==> config.mk <==
export PLATFORM = sky130hd
export DESIGN_NAME = pm_min_select
export DESIGN_NICKNAME = d
export VERILOG_FILES = /design/src/rtl/pm_min_select.sv
export SDC_FILE = /design/constraint.sdc
export NUM_CORES = 1
export LEC_CHECK = 0
export BUFFER_PORTS_ARGS = -buffer_cell sky130_fd_sc_hd__buf_4
export CAP_MARGIN = 20
export CORE_MARGIN = 8
export CORE_UTILIZATION = 52
export DETAILED_ROUTE_END_ITERATION = 8
export PLACE_DENSITY = 0.8
export SETUP_SLACK_MARGIN = 0.4
export SYNTH_ARGS = -nofsm -noshare
export SYNTH_HDL_FRONTEND = slang
export SYNTH_SLANG_ARGS = --single-unit
==> constraint.sdc <==
create_clock -name clk -period 2.85 [get_ports clk]
set_clock_uncertainty 0.2 [all_clocks]
set_input_delay 0.57 -clock clk [delete_from_list [all_inputs] [get_ports clk]]
set_output_delay 0.57 -clock clk [all_outputs]
set_load 0.005 [all_outputs]
==> src/rtl/pm_min_select.sv <==
// pm_min_select: pipelined minimum-path-metric selector.
// A registered binary compare tree picks, per beat, the (metric, data) pair
// with the smallest unsigned metric. Ties go to the lower channel index.
// Handshake: a beat moves on in_valid && in_ready, and a result moves on
// out_valid && out_ready. in_ready = !out_valid || out_ready, so the whole
// tree advances together or holds together. A source seeing in_ready low must
// keep its beat presented.
module pm_min_select #(
  parameter int NUM_CH  = 4,
  parameter int PM_W    = 7,
  parameter int DATA_W  = 8,
  parameter int NORM_TH = 2**(PM_W-1),
  localparam int LVL    = $clog2(NUM_CH),
  localparam int IW     = (LVL > 1) ? LVL : 1
) (
  input  logic                     clk,
  input  logic                     rst,
  input  logic                     in_valid,
  output logic                     in_ready,
  input  logic [NUM_CH*PM_W-1:0]   pm_in,
  input  logic [NUM_CH*DATA_W-1:0] data_in,
  output logic                     out_valid,
  input  logic                     out_ready,
  output logic [DATA_W-1:0]        data_out,
  output logic [IW-1:0]            min_idx,
  output logic [PM_W-1:0]          min_pm,
  output logic                     norm_req
);

  // Registered tree stages 1..LVL. Entry j of stage s is the winner of
  // entries 2j and 2j+1 of stage s-1. Entries past NUM_CH>>s stay at zero.
  logic              st_v_q    [1:LVL][0:NUM_CH-1];
  logic              st_v_d    [1:LVL][0:NUM_CH-1];
  logic [PM_W-1:0]   st_pm_q   [1:LVL][0:NUM_CH-1];
  logic [PM_W-1:0]   st_pm_d   [1:LVL][0:NUM_CH-1];
  logic [DATA_W-1:0] st_data_q [1:LVL][0:NUM_CH-1];
  logic [DATA_W-1:0] st_data_d [1:LVL][0:NUM_CH-1];
  logic [IW-1:0]     st_idx_q  [1:LVL][0:NUM_CH-1];
  logic [IW-1:0]     st_idx_d  [1:LVL][0:NUM_CH-1];
  logic              norm_q;
  logic              norm_d;

  // Uniform view of every level. Level 0 is the unregistered input beat.
  logic              tv_v    [0:LVL][0:NUM_CH-1];
  logic [PM_W-1:0]   tv_pm   [0:LVL][0:NUM_CH-1];
  logic [DATA_W-1:0] tv_data [0:LVL][0:NUM_CH-1];
  logic [IW-1:0]     tv_idx  [0:LVL][0:NUM_CH-1];

  logic adv;

  // Whole-pipeline advance: move unless a result is stuck at the output.
  always_comb begin
    adv      = !out_valid || out_ready;
    in_ready = adv;
  end

  // Build the per-level view from the input beat and the stage registers.
  always_comb begin
    for (int j = 0; j < NUM_CH; j++) begin
      tv_v[0][j]    = in_valid;
      tv_pm[0][j]   = pm_in[j*PM_W +: PM_W];
      tv_data[0][j] = data_in[j*DATA_W +: DATA_W];
      tv_idx[0][j]  = IW'(j);
    end
    for (int s = 1; s <= LVL; s++) begin
      for (int j = 0; j < NUM_CH; j++) begin
        tv_v[s][j]    = st_v_q[s][j];
        tv_pm[s][j]   = st_pm_q[s][j];
        tv_data[s][j] = st_data_q[s][j];
        tv_idx[s][j]  = st_idx_q[s][j];
      end
    end
  end

  // Pairwise compare for every stage. Payload only updates for a valid
  // winner, so bubbles leave the last result on the outputs.
  always_comb begin
    int w;
    w = 0;
    for (int s = 1; s <= LVL; s++) begin
      for (int j = 0; j < NUM_CH; j++) begin
        st_v_d[s][j]    = st_v_q[s][j];
        st_pm_d[s][j]   = st_pm_q[s][j];
        st_data_d[s][j] = st_data_q[s][j];
        st_idx_d[s][j]  = st_idx_q[s][j];
      end
    end
    norm_d = norm_q;
    if (adv) begin
      for (int s = 1; s <= LVL; s++) begin
        for (int j = 0; j < (NUM_CH >> s); j++) begin
          // Right entry wins only when strictly smaller: lowest index on ties.
          w = (tv_pm[s-1][2*j+1] < tv_pm[s-1][2*j]) ? (2*j + 1) : (2*j);
          st_v_d[s][j] = tv_v[s-1][w];
          if (tv_v[s-1][w]) begin
            st_pm_d[s][j]   = tv_pm[s-1][w];
            st_data_d[s][j] = tv_data[s-1][w];
            st_idx_d[s][j]  = tv_idx[s-1][w];
          end
        end
      end
      if (st_v_d[LVL][0]) begin
        norm_d = (int'(st_pm_d[LVL][0]) >= NORM_TH);
      end
    end
  end

  // Stage registers with synchronous active-low reset dominating everything.
  always_ff @(posedge clk) begin
    if (!rst) begin
      for (int s = 1; s <= LVL; s++) begin
        for (int j = 0; j < NUM_CH; j++) begin
          st_v_q[s][j]    <= 1'b0;
          st_pm_q[s][j]   <= '0;
          st_data_q[s][j] <= '0;
          st_idx_q[s][j]  <= '0;
        end
      end
      norm_q <= 1'b0;
    end else begin
      for (int s = 1; s <= LVL; s++) begin
        for (int j = 0; j < NUM_CH; j++) begin
          st_v_q[s][j]    <= st_v_d[s][j];
          st_pm_q[s][j]   <= st_pm_d[s][j];
          st_data_q[s][j] <= st_data_d[s][j];
          st_idx_q[s][j]  <= st_idx_d[s][j];
        end
      end
      norm_q <= norm_d;
    end
  end

  // Final stage drives the outputs directly.
  always_comb begin
    out_valid = st_v_q[LVL][0];
    data_out  = st_data_q[LVL][0];
    min_idx   = st_idx_q[LVL][0];
    min_pm    = st_pm_q[LVL][0];
    norm_req  = norm_q & st_v_q[LVL][0];
  end

endmodule

# After elaboration in Yosys (flattened, before gate mapping)
# Memories as Yosys holds them, arrays and structs flattened.
# Index checks and enable logic that the tools add are counted.
# op_classes
order_cmp	7
n_mux	91
bitwise	36
reduce_logical	3
# ops
cell	n
8-bit two-way mux	18
7-bit two-way mux	19
32-bit by 3-bit >= comparator with 1-bit output, second input constant	3
1-bit inverter with 32-bit output	2
8-bit binary-select mux with 2-bit select	3
7-bit binary-select mux with 2-bit select	3
2-bit two-way mux	19
2-bit inverter with 32-bit output	1
1-bit OR	32
7-bit < comparator	3
1-bit two-way mux	20
16-bit two-way mux	1
14-bit two-way mux	1
2-bit binary-select mux with 2-bit select	3
7-bit >= comparator, second input constant	1
1-bit binary-select mux with 2-bit select	3
4-bit two-way mux	1
2-bit AND reduction	1
1-bit bitwise AND	1
1-bit logical NOT	1
1-bit logical OR	1
# word_totals
ff_bits	1
ram_bits	144
inputBits	64
out_inout_bits	20
wordCells	142
n_memories	4
# memory_table
name	words	width	read_ports	rd_ports_with_merged_regs	wr	line_no	rtl
st_data_q	2	32	2	0	2	36	logic [DATA_W-1:0] st_data_q [1:LVL][0:NUM_CH-1];
st_pm_q	2	28	2	0	2	34	logic [PM_W-1:0] st_pm_q [1:LVL][0:NUM_CH-1];
st_idx_q	2	8	2	0	2	38	logic [IW-1:0] st_idx_q [1:LVL][0:NUM_CH-1];
st_v_q	2	4	2	0	2	32	logic st_v_q [1:LVL][0:NUM_CH-1];

# Longest topological paths before layout
# Gate-level depths: netlist (run 1).
# An unclocked memory read counts as a cell.
# logic_depth
ltp_word	11
depth_mapped	9
mapped_depth_nobuf	7

# Least setup slack after synthesis (run 1)
# No wires, ideal clock.
# synth_path
path_kind	input to register
from	input port pm_in[2]
to	memory st_data_q[1][28] (netlist name)
setup_ps	133
arrival_time_ps	1873
required_ps	2517
setup_slack_ps	645
cell_stages	8
path_buffers	1
path_cell_list	inv_1 ha_1 a21o_1 a31oi_1 o21ai_2 buf_4 mux2i_1 a21oi_1
# synth_rtl
item	line_no	rtl
start, declared	20	input logic [NUM_CH*PM_W-1:0] pm_in,
end, declared	36	

==> results.sh, run 1 <==
export IMPL_drt_iter0_drc=162
export IMPL_cp_num_cells=7
export IMPL_antenna_found_initial=0
export IMPL_timing_fmax_mhz=427
export IMPL_worstRegToRegCells=7
export IMPL_clock_sinks=54
export IMPL_syn_nets=446
export IMPL_grt_ovfl_total=0
export IMPL_insertion_delay_ns=0.31
export IMPL_drt_wl_total_um=8070
export IMPL_netlist_area_leader_share_pct=36.3
export IMPL_crit_slowest_cell="a211o_2"
export IMPL_synth_flop_cell="dfxtp_1"
export IMPL_worstReg2RegEnd="norm_q"
export IMPL_synthTopCellsByArea="dfxtp_1 36%, mux2i_1 10%, nand3_1 8.8%"
export IMPL_cts_tree="built"
export IMPL_port_buffers=83
export IMPL_numCtsBuffers=5
export IMPL_final_area_um2=3790
export IMPL_worst_slew_pin_slew_ns=0.943
export IMPL_dp_hpwl_um=5880
export IMPL_grt_use_total_pct=18.2
export IMPL_power_per_cell_area_nw_per_um2=633
export IMPL_worst_ep_arrival_time_ns=2.34
export IMPL_synthArstFlopShare_pct=0
export IMPL_hold_viol=0
export IMPL_area_growth_pct=27.4
export IMPL_drcViolationCount=0
export IMPL_place_congestion=0.772
export IMPL_vias=2915
export IMPL_holdPathEnd="st_idx_q[1][5]"
export IMPL_dieArea_um2=8400
export IMPL_cp_start_kind="flop"
export IMPL_wl_per_cell_um=15.8
export IMPL_yosysWarnings=0
export IMPL_syn_avg_cell_area_um2=8.17
export IMPL_clk_path_buf_depth=2
export IMPL_fp_dieH_um=91.6
export IMPL_synth_top_family_by_area="simple AND/OR/NAND/NOR gates"
export IMPL_power_total_w=0.00240
export IMPL_cts_root_buf="clkbuf_8"
export IMPL_max_vdd_ir_drop_v=0.000308
export IMPL_synth_simple_gate_area_share_pct=21.5
export IMPL_synthMuxAreaShare_pct=10.4
export IMPL_cp_max_fo=11
export IMPL_max_cap_viol_count=0
export IMPL_crit_family="compound AO/OA/AOI/OAI gates"
export IMPL_endpoint_kind="flop"
export IMPL_finalCriticalPeriod_ns=2.34
export IMPL_synth_edf_count=0
export IMPL_row_count=27
export IMPL_min_from="st_idx_q[1][5]"
export IMPL_post_dp_cell_area_um2=3620
export IMPL_grt_start_max_net_pins=62
export IMPL_finalSetupViolations=0
export IMPL_crit_type="reg -> reg"
export IMPL_period_share_pct=82.2
export IMPL_cts_hold_buf=0
export IMPL_ys_ff_latch=54
export IMPL_coreArea_um2=5510
export IMPL_io_pins=84
export IMPL_synth_cell_area_um2=2970
export IMPL_hold_depth=1
export IMPL_leakage_nw=1.78
export IMPL_grt_pass1_vias=2889
export IMPL_yosysTopAreaCell="dfxtp_1"
export IMPL_crit_required_ns=2.85
export IMPL_synth_compound_area_share_pct=17.6
export IMPL_worst_r2r_startpoint="st_pm_q[1][25]"
export IMPL_postRouteAntennaNets=0
export IMPL_dr_pass1_iters=4
export IMPL_htree_levels=2
export IMPL_final_nets=521
export IMPL_run_status="completed"
export IMPL_slowest_delay_ns=0.43
export IMPL_viasPerCell=5.69
export IMPL_seq_area_frac_synth_pct=36.3
export IMPL_die_w_um=91.6
export IMPL_slew_headroom_pct=37.1
export IMPL_drive_gt1_share_pct=24.8
export IMPL_synth_adder_area_share_pct=7.57
export IMPL_n_antenna_cell=0
export IMPL_start_util_pct=54.0
export IMPL_clk_pin_slew_ns=0.10
export IMPL_yosysMostFrequentCell="dfxtp_1"
export IMPL_postLayoutSetupSlackWorst_ns=0.507
export IMPL_preCtsSetupSlack_ns=0.0882
export IMPL_synth_xor_area_share_pct=0
export IMPL_rsz0062_at_grt="false"
export IMPL_ys_top_cells_by_count="54 x dfxtp_1, 52 x nand3_1, 39 x nand2_1"
export IMPL_r2r_slack_ns=0.51
export IMPL_yosysUniqueCellTypes=36
export IMPL_final_setup_tns_ns=0
export IMPL_grt_pass1_wl_um=13000
export IMPL_hold_path_class="reg -> reg"
export IMPL_cp_cell_sequence="inv_1 > ha_1 > a211oi_2 > nor2_1 > a211o_2 > or3_4 > o2111a_1"
export IMPL_syn_inst=364
export IMPL_finalMaxSlewViolations=0
export IMPL_cp_num_buf_inv=1
[logic make-up after synthesis]
family,Yosys count
and+or+nand+nor,127
AOI/OAI and AO/OA,88
DFF,54
buffers and inverters,46
muxes,31
adders and majority gates,18
[power breakdown]
| group | leakage, nW | switching (W) | internal, W | total, W |
|---|---|---|---|---|
| clock network | 0.0524 | 0.000242 | 0.000263 | 0.000505 |
| registers | 0.448 | 0.000103 | 0.000888 | 0.000992 |
| logic | 1.28 | 0.000446 | 0.000456 | 0.000902 |
| total | 1.78 | 0.000792 | 0.00161 | 0.00240 |
[how the worst max path moves through the flow]
stage,to,start
after CTS,st_data_q[1][21],pm_in[20]
after global placement,st_pm_q[1][16],pm_in[20]
final,norm_q,st_pm_q[1][25]
after detailed placement,st_pm_q[1][15],pm_in[16]
after global routing,norm_q,st_pm_q[1][25]
after floorplan,st_data_q[1][28],pm_in[2]
[routing by layer]
| metal | GRT usage, % | routed length (µm) | vias to the layer above |
|---|---|---|---|
| li1 | - | - | 1449 |
| met1 | 22.0 | 3360 | 1353 |
| met2 | 30.4 | 4030 | 102 |
| met3 | 4.73 | 582 | 11 |
| met4 | 6.82 | 102 | 0 |
| met5 | 0 | 0 | - |
[cell usage in the layout (no fill, tap or decap), types with 3 or more instances in the layout]
cell type	Yosys	final
dfxtp_1	54	54
and2_1	4	3
a21oi_1	33	33
mux2i_1	31	31
clkbuf_8	0	5
o21ai_0	33	33
and3_1	17	17
nand4_1	6	6
nand2_1	39	39
inv_1	19	19
buf_4	3	94
ha_1	18	18
nand3_1	52	52
o211ai_1	5	5
[cell type report]
cell class,count,area (µm²)
clock inverter,1,30.0
clock buffer,7,76.3
tap,72,90.1
inverter,19,71.3
timing repair buffer,95,726
fill,491,1720
sequential,54,1080
multi-input combinational,264,1720
[metrics by stage]
stage               hold WS [ns]  cells  utilization, %
detailed placement         0.254    500            65.8
CTS                        0.279    508            67.8
finish                     0.279    512            68.8
floorplan                  0.241    364               -
global placement           0.250    500            65.8
global route               0.291    512            68.8
[repair_timing]
action,4_1_cts,5_1_grt
endpoints found under the hold margin,0,0
setup endpoints to repair,1,28
gates resized for setup,0,3
pin swaps,1,1
setup buffers,0,4
No activity file was read; power rests on OpenSTA's default activity.
==> run 2: changes to the inputs <==
==> constraint.sdc (replaced) <==
create_clock -name clk -period 2.2 [get_ports clk]
set_clock_uncertainty 0.2 [all_clocks]
set_input_delay 0.44 -clock clk [delete_from_list [all_inputs] [get_ports clk]]
set_output_delay 0.44 -clock clk [all_outputs]
set_load 0.005 [all_outputs]
==> run 2 against run 1 <==
Clock power up 11%. Critical path depth down 2. Via count up 7.8%. Total power up 45%. Combinational power up 80%. Setup slack worse by 0.34 ns. Sequential power up 31%. Global-route usage up 2.3 points. Register-to-register slack worse by 0.34 ns. Largest power group is now combinational logic. Highest routed layer unchanged.
==> results.sh, run 2 (synthesis results as in run 1) <==
export IMPL_run_status="completed"
export IMPL_finalCriticalPeriod_ns=2.03
export IMPL_clock_sinks=54
export IMPL_postRouteAntennaNets=0
export IMPL_cts_root_buf="clkbuf_8"
export IMPL_dp_hpwl_um=6030
export IMPL_max_cap_viol_count=0
export IMPL_port_buffers=83
export IMPL_rsz0062_at_grt="true"
export IMPL_period_share_pct=92.2
export IMPL_seqPwrFrac_pct=37.3
export IMPL_n_antenna_cell=0
export IMPL_area_growth_pct=50.9
export IMPL_io_pins=84
export IMPL_crit_required_ns=2.20
export IMPL_cp_cell_sequence="ha_4 > and4_4 > a211o_1 > or3_4 > o2111a_1"
export IMPL_finalMaxSlewViolations=0
export IMPL_htree_levels=2
export IMPL_worst_ep_arrival_time_ns=2.03
export IMPL_start_util_pct=54.0
export IMPL_p_sw_w=0.00122
export IMPL_grt_start_max_net_pins=61
export IMPL_fp_dieH_um=91.6
export IMPL_crit_slowest_cell="dfxtp_2"
export IMPL_regArea_um2=1100
export IMPL_leakage_nw=1.99
export IMPL_cp_max_fo=3
export IMPL_place_congestion=0.793
export IMPL_row_count=27
export IMPL_drcViolationCount=0
export IMPL_multi_input_comb_area_um2=2050
export IMPL_slowest_delay_ns=0.41
export IMPL_grt_pass1_wl_um=14600
export IMPL_vias=3142
export IMPL_grt_pass1_vias=3143
export IMPL_finalSetupViolations=0
export IMPL_cts_tree="built"
export IMPL_p_sw_share_pct=35.2
export IMPL_antenna_found_initial=0
export IMPL_endpoint_kind="flop"
export IMPL_wl_per_cell_um=17.7
export IMPL_viasPerCell=5.82
export IMPL_clk_pin_slew_ns=0.10
export IMPL_drive_gt1_share_pct=43.4
export IMPL_whs_ns=0.191
export IMPL_dieArea_um2=8400
export IMPL_die_w_um=91.6
export IMPL_postLayoutSetupSlackWorst_ns=0.171
export IMPL_n_fill_cell=341
export IMPL_final_common_cell="buf_4"
export IMPL_slew_headroom_pct=64.2
export IMPL_clk_path_buf_depth=2
export IMPL_timing_fmax_mhz=493
export IMPL_worst_slew_pin_slew_ns=0.537
export IMPL_grt_ovfl_total=0
export IMPL_hold_viol=0
export IMPL_pwr_share_comb_pct=46.7
export IMPL_clkPwrFrac_pct=16.1
export IMPL_preCtsSetupSlack_ns=-0.189
export IMPL_dr_pass1_iters=5
export IMPL_drt_wl_total_um=9560
export IMPL_intPower_w=0.00226
export IMPL_cp_start_kind="flop"
export IMPL_hold_path_class="in -> reg"
export IMPL_crit_type="reg -> reg"
export IMPL_final_cell_mix="104 x buf_4, 45 x nand3_1, 43 x dfxtp_1"
export IMPL_insertion_delay_ns=0.31
export IMPL_final_nets=549
export IMPL_numCtsBuffers=5
export IMPL_cts_hold_buf=0
export IMPL_power_per_cell_area_nw_per_um2=775
export IMPL_max_vdd_ir_drop_v=0.000495
export IMPL_coreArea_um2=5510
export IMPL_grt_use_total_pct=20.6
export IMPL_drt_iter0_drc=203
## run 2: cell types whose count changed in the layout (fill, tap and decap cells not counted), moves of 11 or more
cell,delta
buf_6,+12
dfxtp_1,-11
ha_1,-16
ha_4,+16
inv_1,-17
## run 2: repair_timing
action,in CTS,in global routing
pin swaps,11,22
gates resized for setup,26,34
gates cloned,3,1
setup endpoints to repair,52,36
setup buffers,13,6
## run 2: cell type report
class | count | share of cell area [%]
inverter | 19 | 2.26
multi-input combinational | 264 | 45.7
tap | 72 | 2.01
timing repair buffer | 123 | 23.7
clock buffer | 6 | 1.62
sequential | 54 | 24.4
clock inverter | 2 | 0.307
## run 2: worst paths after layout
path / startpoint / to / slack (ns) / cells after the start
max: st_pm_q[1][20] / st_pm_q[2][27] / 0.17 / 5
min: data_in[26] / st_data_q[1][18] / 0.19 / 3
max reg2reg: st_pm_q[1][20] / st_pm_q[2][27] / 0.17 / 5
min reg2reg: st_idx_q[1][5] / st_idx_q[1][5] / 0.32 / 1
## run 2: power groups by stage
stage                     clock [W]  combinational [W]  sequential (W)
after detailed placement          0            0.00124         0.00129
after floorplan                   0           0.000781         0.00127
final                      0.000559            0.00162         0.00130
after global routing       0.000608            0.00176         0.00131
after global placement            0            0.00119         0.00129
after CTS                  0.000558            0.00148         0.00128
## run 2: worst max-delay path: cells and delay by family (launching register included)
| kind | cells | cell delay [ns] |
|---|---|---|
| simple gates | 2 | 0.58 |
| compound gates | 2 | 0.49 |
| flops | 1 | 0.41 |
| fa+ha+maj | 1 | 0.23 |
## run 2: routing by layer
| layer | GRT usage, % | routed length [µm] | vias to the layer above |
|---|---|---|---|
| li1 | - | - | 1509 |
| met1 | 23.8 | 3830 | 1479 |
| met2 | 36.3 | 4860 | 135 |
| met3 | 4.89 | 627 | 19 |
| met4 | 6.82 | 231 | 0 |
| met5 | 0 | 0 | - |
## run 2: metrics by stage
step	utilization, %	total power [W]	setup TNS, ns	instance area (µm²)	cells
2_1_floorplan	-	0.00205	0	3230	364
3_3_place_gp	71.5	0.00248	-2.33	3940	509
3_5_place_dp	71.5	0.00253	-3.77	3940	509
4_1_cts	78.1	0.00331	0	4300	533
5_1_grt	81.5	0.00368	0	4490	540
6_report	81.5	0.00348	0	4490	540
==> run 3: changes to the inputs <==
==> constraint.sdc (replaced) <==
create_clock -name clk -period 2.2 [get_ports clk]
set_clock_uncertainty 0.2 [all_clocks]
set_input_delay 0.33 -clock clk [delete_from_list [all_inputs] [get_ports clk]]
set_output_delay 0.33 -clock clk [all_outputs]
set_load 0.005 [all_outputs]
==> run 3 against run 2 <==
Setup slack gained 0.023 ns. Flip-flop and latch count is the same. Final cell count shrank 2.6%. Clock power up 3%. Critical path type unchanged.
==> results.sh, run 3 (synthesis results as in run 1) <==
export IMPL_crit_required_ns=2.21
export IMPL_intPower_w=0.00223
export IMPL_viasPerCell=5.87
export IMPL_final_setup_tns_ns=0
export IMPL_leakage_nw=1.91
export IMPL_finalMaxSlewViolations=0
export IMPL_clk_pin_slew_ns=0.09
export IMPL_clock_sinks=54
export IMPL_power_total_w=0.00341
export IMPL_grt_ovfl_total=0
export IMPL_grt_use_total_pct=19.3
export IMPL_coreArea_um2=5510
export IMPL_hold_path_class="in -> reg"
export IMPL_power_per_cell_area_nw_per_um2=789
export IMPL_postLayoutSetupSlackWorst_ns=0.193
export IMPL_period_share_pct=91.2
export IMPL_final_common_cell="buf_4"
export IMPL_timing_fmax_mhz=498
export IMPL_p_sw_share_pct=34.5
export IMPL_htree_levels=2
export IMPL_max_cap_viol_count=0
export IMPL_p_sw_w=0.00118
export IMPL_cts_tree="built"
export IMPL_drt_iter0_drc=219
export IMPL_post_dp_cell_area_um2=3930
export IMPL_n_antenna_cell=0
export IMPL_start_util_pct=54.0
export IMPL_row_count=27
export IMPL_slew_headroom_pct=58.2
export IMPL_final_nets=535
export IMPL_port_buffers=83
export IMPL_io_pins=84
export IMPL_insertion_delay_ns=0.31
export IMPL_worst_ep_arrival_time_ns=2.01
export IMPL_drt_wl_total_um=8990
export IMPL_dieArea_um2=8400
export IMPL_seqPwrFrac_pct=37.8
export IMPL_grt_start_max_net_pins=62
export IMPL_clk_path_buf_depth=2
export IMPL_crit_type="reg -> reg"
export IMPL_rsz0062_at_grt="true"
export IMPL_wl_per_cell_um=17.1
export IMPL_finalSetupViolations=0
export IMPL_vias=3090
export IMPL_endpoint_kind="flop"
export IMPL_grt_pass1_vias=2910
export IMPL_drcViolationCount=0
export IMPL_preCtsSetupSlack_ns=-0.0655
export IMPL_max_vdd_ir_drop_v=0.000387
export IMPL_postRouteAntennaNets=0
export IMPL_dr_pass1_iters=4
export IMPL_cp_start_kind="flop"
export IMPL_clkPwrFrac_pct=16.9
export IMPL_drive_gt1_share_pct=41.6
export IMPL_worst_slew_pin_slew_ns=0.627
export IMPL_dp_cells=507
export IMPL_cts_root_buf="clkbuf_8"
export IMPL_antenna_found_initial=0
export IMPL_numCtsBuffers=5
export IMPL_pwr_share_comb_pct=45.4
export IMPL_dp_hpwl_um=6080
export IMPL_area_growth_pct=45.3
export IMPL_final_area_um2=4320
export IMPL_fp_dieH_um=91.6
export IMPL_hold_viol=0
export IMPL_place_congestion=0.838
export IMPL_finalCriticalPeriod_ns=2.01
export IMPL_cp_max_fo=6
export IMPL_final_cell_mix="99 x buf_4, 45 x dfxtp_1, 42 x nand3_1"
export IMPL_instances_no_fill=526
export IMPL_die_w_um=91.6
export IMPL_run_status="completed"
export IMPL_grt_pass1_wl_um=13500
run 3: cell count changes in the layout (fill, tap and decap cells not counted), sizes merged:
cell and change:
and2 +1, clkinv -1, buf -14
run 3: final cells by class:
cell class / instances / area [µm²]
Multi-Input combinational cell: 265 / 2060
Tap cell: 72 / 90.1
Timing Repair Buffer: 108 / 892
Fill cell: 381 / 1180
Clock inverter: 1 / 5.00
Inverter: 19 / 96.3
Clock buffer: 7 / 86.3
Sequential cell: 54 / 1090
run 3: worst paths after layout:
check,start,endpoint,slack [ns],cells past startpoint
worst max-delay path,st_pm_q[1][23],st_v_q[2][3],0.19,9
worst min-delay path,data_in[30],st_data_q[1][22],0.09,3
worst max register to register,st_pm_q[1][23],st_v_q[2][3],0.19,9
worst min register to register,st_idx_q[1][5],st_idx_q[1][5],0.28,1
run 3: per-stage QoR:
| step | hold slack, ns | util, % |
|---|---|---|
| final | 0.0901 | 78.5 |
| after global routing | 0.106 | 78.5 |
| after CTS | 0.0909 | 74.9 |
| after detailed placement | 0.255 | 71.4 |
| after global placement | 0.247 | 71.4 |
| after floorplan | 0.241 | - |
run 3: power groups by stage:
stage	sequential, W	clock (W)	combinational (W)
after floorplan	0.00127	0	0.000779
after global placement	0.00129	0	0.00120
after detailed placement	0.00129	0	0.00124
after CTS	0.00128	0.000575	0.00132
after global routing	0.00131	0.000621	0.00168
final	0.00129	0.000575	0.00155
run 3: critical path: stages (launching register included):
cell      delay [ns]
dfxtp_2         0.34
inv_2           0.05
ha_4            0.29
nand2_4         0.06
o21ai_4         0.18
a211oi_4        0.08
buf_6           0.14
buf_8           0.13
or3_1           0.30
o311a_1         0.12
run 3: layer usage:
metal  up-vias  routed length [µm]  global-route usage (%)
li1       1482                   -                       -
met1      1459                3740                    23.8
met2       135                4480                    32.2
met3        14                 603                    4.89
met4         0                 161                    5.46
met5         -                   0                       0
run 3: repair_timing:
action	CTS	global route
resized for setup	26	19
endpoints found under the setup margin	52	36
gates cloned	0	1
pin swaps	8	5
hold buffers	0	0
setup buffers	2	8
